### src/rtl/bist_sig_analyzer.sv
// bist_sig_analyzer
//   Multiple-input signature register (MISR) for logic BIST. Compacts a
//   programmable number of circuit-under-test responses into an N+1 bit
//   signature, then compares it against a golden value.
//
// Parameters
//   N     : signature / response bus is [N:0]
//   POLY  : MISR feedback tap mask, [N:0]
//   PW    : pattern-count width (max session 2^PW-1 patterns)
//
// Ports
//   clk        : clock, rising edge
//   reset      : asynchronous reset, active low
//   start      : begin a session (accepted in IDLE or DONE only)
//   n_patterns : responses to compact, latched on accepted start
//   golden     : expected signature, sampled in CHECK
//   resp_valid : resp is valid this cycle (used in RUN only)
//   resp       : circuit-under-test response
//   pat_req    : high in RUN; upstream pattern source advances while high
//   busy       : high in RUN and CHECK
//   done       : high in DONE
//   pass       : signature == golden, valid while done
//   signature  : current MISR contents
//   pat_count  : responses compacted this session
module bist_sig_analyzer #(
  parameter int          N    = 16,
  parameter logic [N:0]  POLY = 17'h1A011,
  parameter int          PW   = 16
) (
  input  logic          clk,
  input  logic          reset,
  input  logic          start,
  input  logic [PW-1:0] n_patterns,
  input  logic [N:0]    golden,
  input  logic          resp_valid,
  input  logic [N:0]    resp,
  output logic          pat_req,
  output logic          busy,
  output logic          done,
  output logic          pass,
  output logic [N:0]    signature,
  output logic [PW-1:0] pat_count
);

  typedef enum logic [1:0] {
    IDLE  = 2'd0,
    RUN   = 2'd1,
    CHECK = 2'd2,
    DONE  = 2'd3
  } state_t;

  state_t        state, state_nxt;
  logic [N:0]    sig_q, sig_nxt;
  logic [PW-1:0] cnt_q, cnt_nxt, cnt_inc;
  logic [PW-1:0] n_lat_q, n_lat_nxt;
  logic          pass_q, pass_nxt;
  logic          pat_req_q, busy_q, done_q;
  logic          fb;

  assign fb      = ^(sig_q & POLY);
  assign cnt_inc = cnt_q + PW'(1);

  always_comb begin
    state_nxt = state;
    sig_nxt   = sig_q;
    cnt_nxt   = cnt_q;
    n_lat_nxt = n_lat_q;
    pass_nxt  = pass_q;
    case (state)
      IDLE, DONE: begin
        if (start) begin
          sig_nxt   = '0;
          cnt_nxt   = '0;
          n_lat_nxt = n_patterns;
          pass_nxt  = 1'b0;
          // An empty session skips compaction and compares the cleared MISR.
          state_nxt = (n_patterns == '0) ? CHECK : RUN;
        end
      end
      RUN: begin
        if (resp_valid) begin
          sig_nxt = {sig_q[N-1:0], fb} ^ resp;
          cnt_nxt = cnt_inc;
          if (cnt_inc == n_lat_q) state_nxt = CHECK;
        end
      end
      CHECK: begin
        pass_nxt  = (sig_q == golden);
        state_nxt = DONE;
      end
      default: state_nxt = IDLE;
    endcase
  end

  // Status outputs are registered from the next state so they line up with
  // the state register rather than being decoded after it.
  always_ff @(posedge clk or negedge reset) begin
    if (!reset) begin
      state     <= IDLE;
      sig_q     <= '0;
      cnt_q     <= '0;
      n_lat_q   <= '0;
      pass_q    <= 1'b0;
      pat_req_q <= 1'b0;
      busy_q    <= 1'b0;
      done_q    <= 1'b0;
    end else begin
      state     <= state_nxt;
      sig_q     <= sig_nxt;
      cnt_q     <= cnt_nxt;
      n_lat_q   <= n_lat_nxt;
      pass_q    <= pass_nxt;
      pat_req_q <= (state_nxt == RUN);
      busy_q    <= (state_nxt == RUN) || (state_nxt == CHECK);
      done_q    <= (state_nxt == DONE);
    end
  end

  assign pat_req   = pat_req_q;
  assign busy      = busy_q;
  assign done      = done_q;
  assign pass      = pass_q;
  assign signature = sig_q;
  assign pat_count = cnt_q;

endmodule

### config.mk
export PLATFORM = sky130hd
export DESIGN_NAME = bist_sig_analyzer
export DESIGN_NICKNAME = d
export VERILOG_FILES = /design/src/rtl/bist_sig_analyzer.sv
export SDC_FILE = /design/constraint.sdc
export NUM_CORES = 1
export LEC_CHECK = 0
export CORE_ASPECT_RATIO = 1.75
export CORE_UTILIZATION = 50
export DETAILED_ROUTE_END_ITERATION = 7
export PLACE_DENSITY_LB_ADDON = 0.25
export SLEW_MARGIN = 30
export SYNTH_ARGS = -nofsm -noshare
export SYNTH_HDL_FRONTEND = slang
export SYNTH_SLANG_ARGS = --single-unit
### constraint.sdc
create_clock -name clk -period 7.5 [get_ports clk]
set_input_delay 1.5 -clock clk [delete_from_list [all_inputs] [get_ports clk]]
set_output_delay 1.5 -clock clk [all_outputs]
set_load 0.05 [all_outputs]
# == After elaboration in Yosys (flattened, before gate mapping) ==
# Index checks and enable logic that the tools add are counted.
# classes
n_mux,13
eq_ne,10
bitwise_logic,1
addsub,1
reduce_logical,10
# op_table
operator,count
$mux 17,2
$pmux 17 s2,1
$mux 16,2
$pmux 16 s2,1
$eq 17x17->1,1
$reduce_xor 17->1,1
$xor 17x17->17,1
$add 16x1->16 const B,1
$eq 16x16->1,1
$logic_not 16->1,1
$eq 2x2->1 const B,4
$mux 2,4
$pmux 2 s3,1
$eq 2x1->1 const B,2
$ne 2x2->1 const B,2
$reduce_and 2->1,2
$reduce_bool 2->1,2
$reduce_and 3->1,1
$logic_not 2->1,1
$pmux 1 s2,1
$reduce_or 2->1,1
$logic_or 1x1->1,1
$mux 1,1
# totals
out_inout_bits,37
elab_cells,43
inputBits,54
reg_bits,55

# == Logic depth before layout (Yosys ltp) ==
# logic_depth
word_depth,7
ltp_mapped,10
ltp_nobuf,9

# == Worst setup path after synthesis ==
# OpenSTA, ideal clock, no wires.
# synth_timing
path_type,input-to-reg
startpoint,in n_patterns[10]
endpoint,reg busy_q (netlist: busy)
setup_time_ns,0.113
path_stages,7
path_buffers,0
slack_ns,4.346
t_arrival_ns,3.042
required_ns,7.387
path_cell_list,nor4_1 nand4_1 or4b_2 a31oi_1 a21oi_1 ha_1 inv_1
# synth_between
elab_chain_cells,6
word_cells_on_any_way,7
classes_between,2 x eq/ne; 3 x mux; 2 x reduce/logical
# synth_lines
item,line,source
start: declaration,33,"input logic [PW-1:0] n_patterns,"
$logic_not 16->1 *,77,state_nxt = (n_patterns == '0) ? CHECK : RUN;
$mux 2 *,77,
$mux 2 *,71,if (start) begin
$pmux 2 s3 *,69,case (state)
$eq 2x1->1 / $eq 2x2->1 (equally long branches),114,busy_q <= (state_nxt == RUN) || (state_nxt == CHECK);
$logic_or 1x1->1 *,114,
end signal: assignment,114,
end: declaration,57,"logic pat_req_q, busy_q, done_q;"
# Every way passes the cells marked *; elsewhere a longest branch is shown, timed or not.
# A chain may end at the register's enable or synchronous reset.

# == Worst setup path after layout ==
# layout_timing
startpoint,in n_patterns[1]
endpoint,reg busy_q (netlist: busy)
# The elaborated chain is that of the path after synthesis.

==> impl_metrics.toml <==
[outcome]
status = "finished, final reports clean"

[hold_path]
hold_class = "flop to flop"

[routing]
vias = 2897
initialDrtViolationCount = 227
dr.pass1.iters = 4
wl_um = 8260
routed_via_density = 5.67
drtAntennaViolNets = 0
wl_per_cell_um = 16.2
drc_errors = 0

[pwr]
leakage_nw = 1.79
p_per_area_nw_per_um2 = 345
irDropWorstVdd_mv = 0.217

[logic_synthesis]
netlist_top_cells_count = "nand2_1 (65), dfrtp_1 (55), xnor2_1 (29)"
synth_edf_count = 0
yosysTopAreaCellShare_pct = 41.3
yosysWarnings = 0
ys_seq_elements = 55
yosysMostFrequentCell = "nand2_1"
synthesis.nets = 407
seq_area_frac_synth_pct = 41.3
avgSynthCellArea_sq_um = 9.57
synth_cell_types = 53
async_reset_ff_share_pct = 100
ys_top_cells_by_area = "dfrtp_1 (41%), xnor2_1 (7.6%), nand2_1 (7.3%)"
synth_flop_cell = "dfrtp_1"
netlist_area_sq_um = 3330
syn_inst = 348
synth.largest_area_cell = "dfrtp_1"

[clock_network]
clk_pin_slew_worst_paths_ps = 60
cts_buffers = 5
cts_sinks = 55
cts_root_buffer = "clkbuf_16"
cts_buffer_depth = 2
h-tree-depth = 2
cts_tree = "yes"
cts_hold_buffers = 0
cts_setup_buffers = 0
cts_resized = 0
clkLatencyLatePin_ps = 290

[setup_path]
path_buf_inv = 2
crit_family = "simple AND/OR/NAND/NOR gates"
required_ps = 7690
max_stage_delay_ps = 640
worstPathArrival_ps = 3820
worstSetupPathType = "primary input to flop"
cp_max_fo = 2
crit_path_start_kind = "primary input"
end_kind = "flop"
crit_chain = "clkdlybuf4s50_1 -> nor4_1 -> nand4_1 -> or4b_2 -> a31oi_1 -> a21oi_1 -> ha_1 -> inv_1"
crit_path_top_delay_cell = "or4b_2"

[floorplan]
io-pin-count = 91
initial_core_util_pct = 51.3
die_w_um = 63.7
row_count = 39
fp.coreArea_sq_um = 6490
dieArea_sq_um = 7010
die_y_um = 110

[sta]
fin_crit_ps = 3630
hold_violations = 0
fin_hold_ws_ps = 519
slew_viol_final = 0
relSlewSlack_pct = 47.3
worst_slack_ps = 3870
tightest_slew_ps = 789
setup_viol = 0
fin_tns_setup_ps = 0
max_clock_freq_mhz = 275
rsz0062_at_grt = "no"
fin_worst_skew_ps = 4.31
final.period_utilization_pct = 48.4

[final_layout]
syn_to_final_growth_pct = 32.5
fin_nets = 487
fill_cells = 540
layout-drive-gt1-share_pct = 9.56
diodes = 0

[job]
cap_viol_max_count = 0

[place]
port_buffers = 90
finalWeightedCongestion = 0.869
hpwlAfterDp_um = 6070
post-place-ws_ps = 3510

[global_routing]
gr-total-overflow = 0
use_met2_pct = 49.4
use_met1_pct = 26.7
top_usage_layer = "met2"
grt_pass1_vias = 2903
grt_max_degree = 56
grt_use_met3_pct = 4.63
grt_pass1_wl_um = 13600
track_usage_pct = 25.7
antenna_found_initial = 0
sequential cells by signal, summed over array words and instances (netlist names):
register	cells
done	1
pass	1
state	2
pat_count	16
pat_req	1
signature	17
busy	1
n_lat_q	16
worst reg2reg max path: cells and delay by family (launching register included):
kind	cells	cell delay [ps]
AO/OA/AOI/OAI	2	640
adder cells (fa/ha/maj)	1	320
buffers and inverters	1	30
flip-flops	1	580
AND/OR/NAND/NOR	3	1350
report_power, final:
group          internal (mW)  switching (mW)
clock                  0.142           0.101
sequential             0.388          0.0958
combinational          0.324           0.475
total                  0.854           0.672
path summary, 6_finish.rpt:
| check | from | to | slack, ps | cells past startpoint |
|---|---|---|---|---|
| setup reg to reg | pat_count[4] | busy | 4460 | 7 |
| max in group asynchronous | reset | n_lat_q[15] | 5690 | 2 |
| min in group asynchronous | reset | pat_count[2] | 1330 | 2 |
| hold reg to reg | pass | pass | 520 | 1 |
| setup / recovery | n_patterns[1] | busy | 3870 | 8 |
| hold / removal | pass | pass | 520 | 1 |
kinds of logic after synthesis:
kind of cell             synth area share (%)
flip-flops                               41.3
XOR/XNOR                                 14.7
multiplexers                             6.95
AO/OA/AOI/OAI                            13.0
AND/OR/NAND/NOR                          18.4
adder cells (fa/ha/maj)                  1.88
buffers and inverters                    3.83
routing by layer:
metal	routed length, um	share of wire (%)
met3	391	4.7
met5	0	0
met1	3050	37
met4	201	2.4
met2	4610	56
layout make-up:
class | instances | area (sq um) | share of cell area [%]
multi-input cells | 265 | 1830 | 41.5
repair buffers | 93 | 918 | 20.8
clock buffers | 8 | 156 | 3.54
flip-flops and latches | 55 | 1380 | 31.2
inverters | 8 | 30.0 | 0.680
well taps | 82 | 103 | 2.32
through the flow:
stage | util (%) | area, sq um | total power [mW] | cells
finish | 68.0 | 4420 | 1.53 | 511
global route | 68.0 | 4420 | 1.63 | 511
CTS | 68.0 | 4420 | 1.54 | 511
detailed placement | 65.6 | 4260 | 1.29 | 503
global placement | 65.6 | 4260 | 1.26 | 503
floorplan | - | 3330 | 1.05 | 348
layout by cell type (no fill, tap or decap), types with 2 or more instances in the layout:
cell             count
o41ai_1              2
a31oi_1              3
ha_1                 5
nor2_1               3
o21a_1               2
nor2b_1              3
nand2_1             65
nand4_2              2
clkbuf_8             2
and4_1               2
a21o_1               4
nand3_1              6
buf_4                3
a21oi_1              6
mux2i_1              4
or4_4                2
o21ai_0             26
inv_1                8
xnor2_1             29
dfrtp_1             55
o211ai_1             2
clkbuf_16            5
mux2_2              17
nor3_1               4
nor4_1               7
nand4_1             11
clkdlybuf4s50_1     89
or3_1                2
xor2_1              25
o31ai_1             11
(Power assumes the default switching activity.)
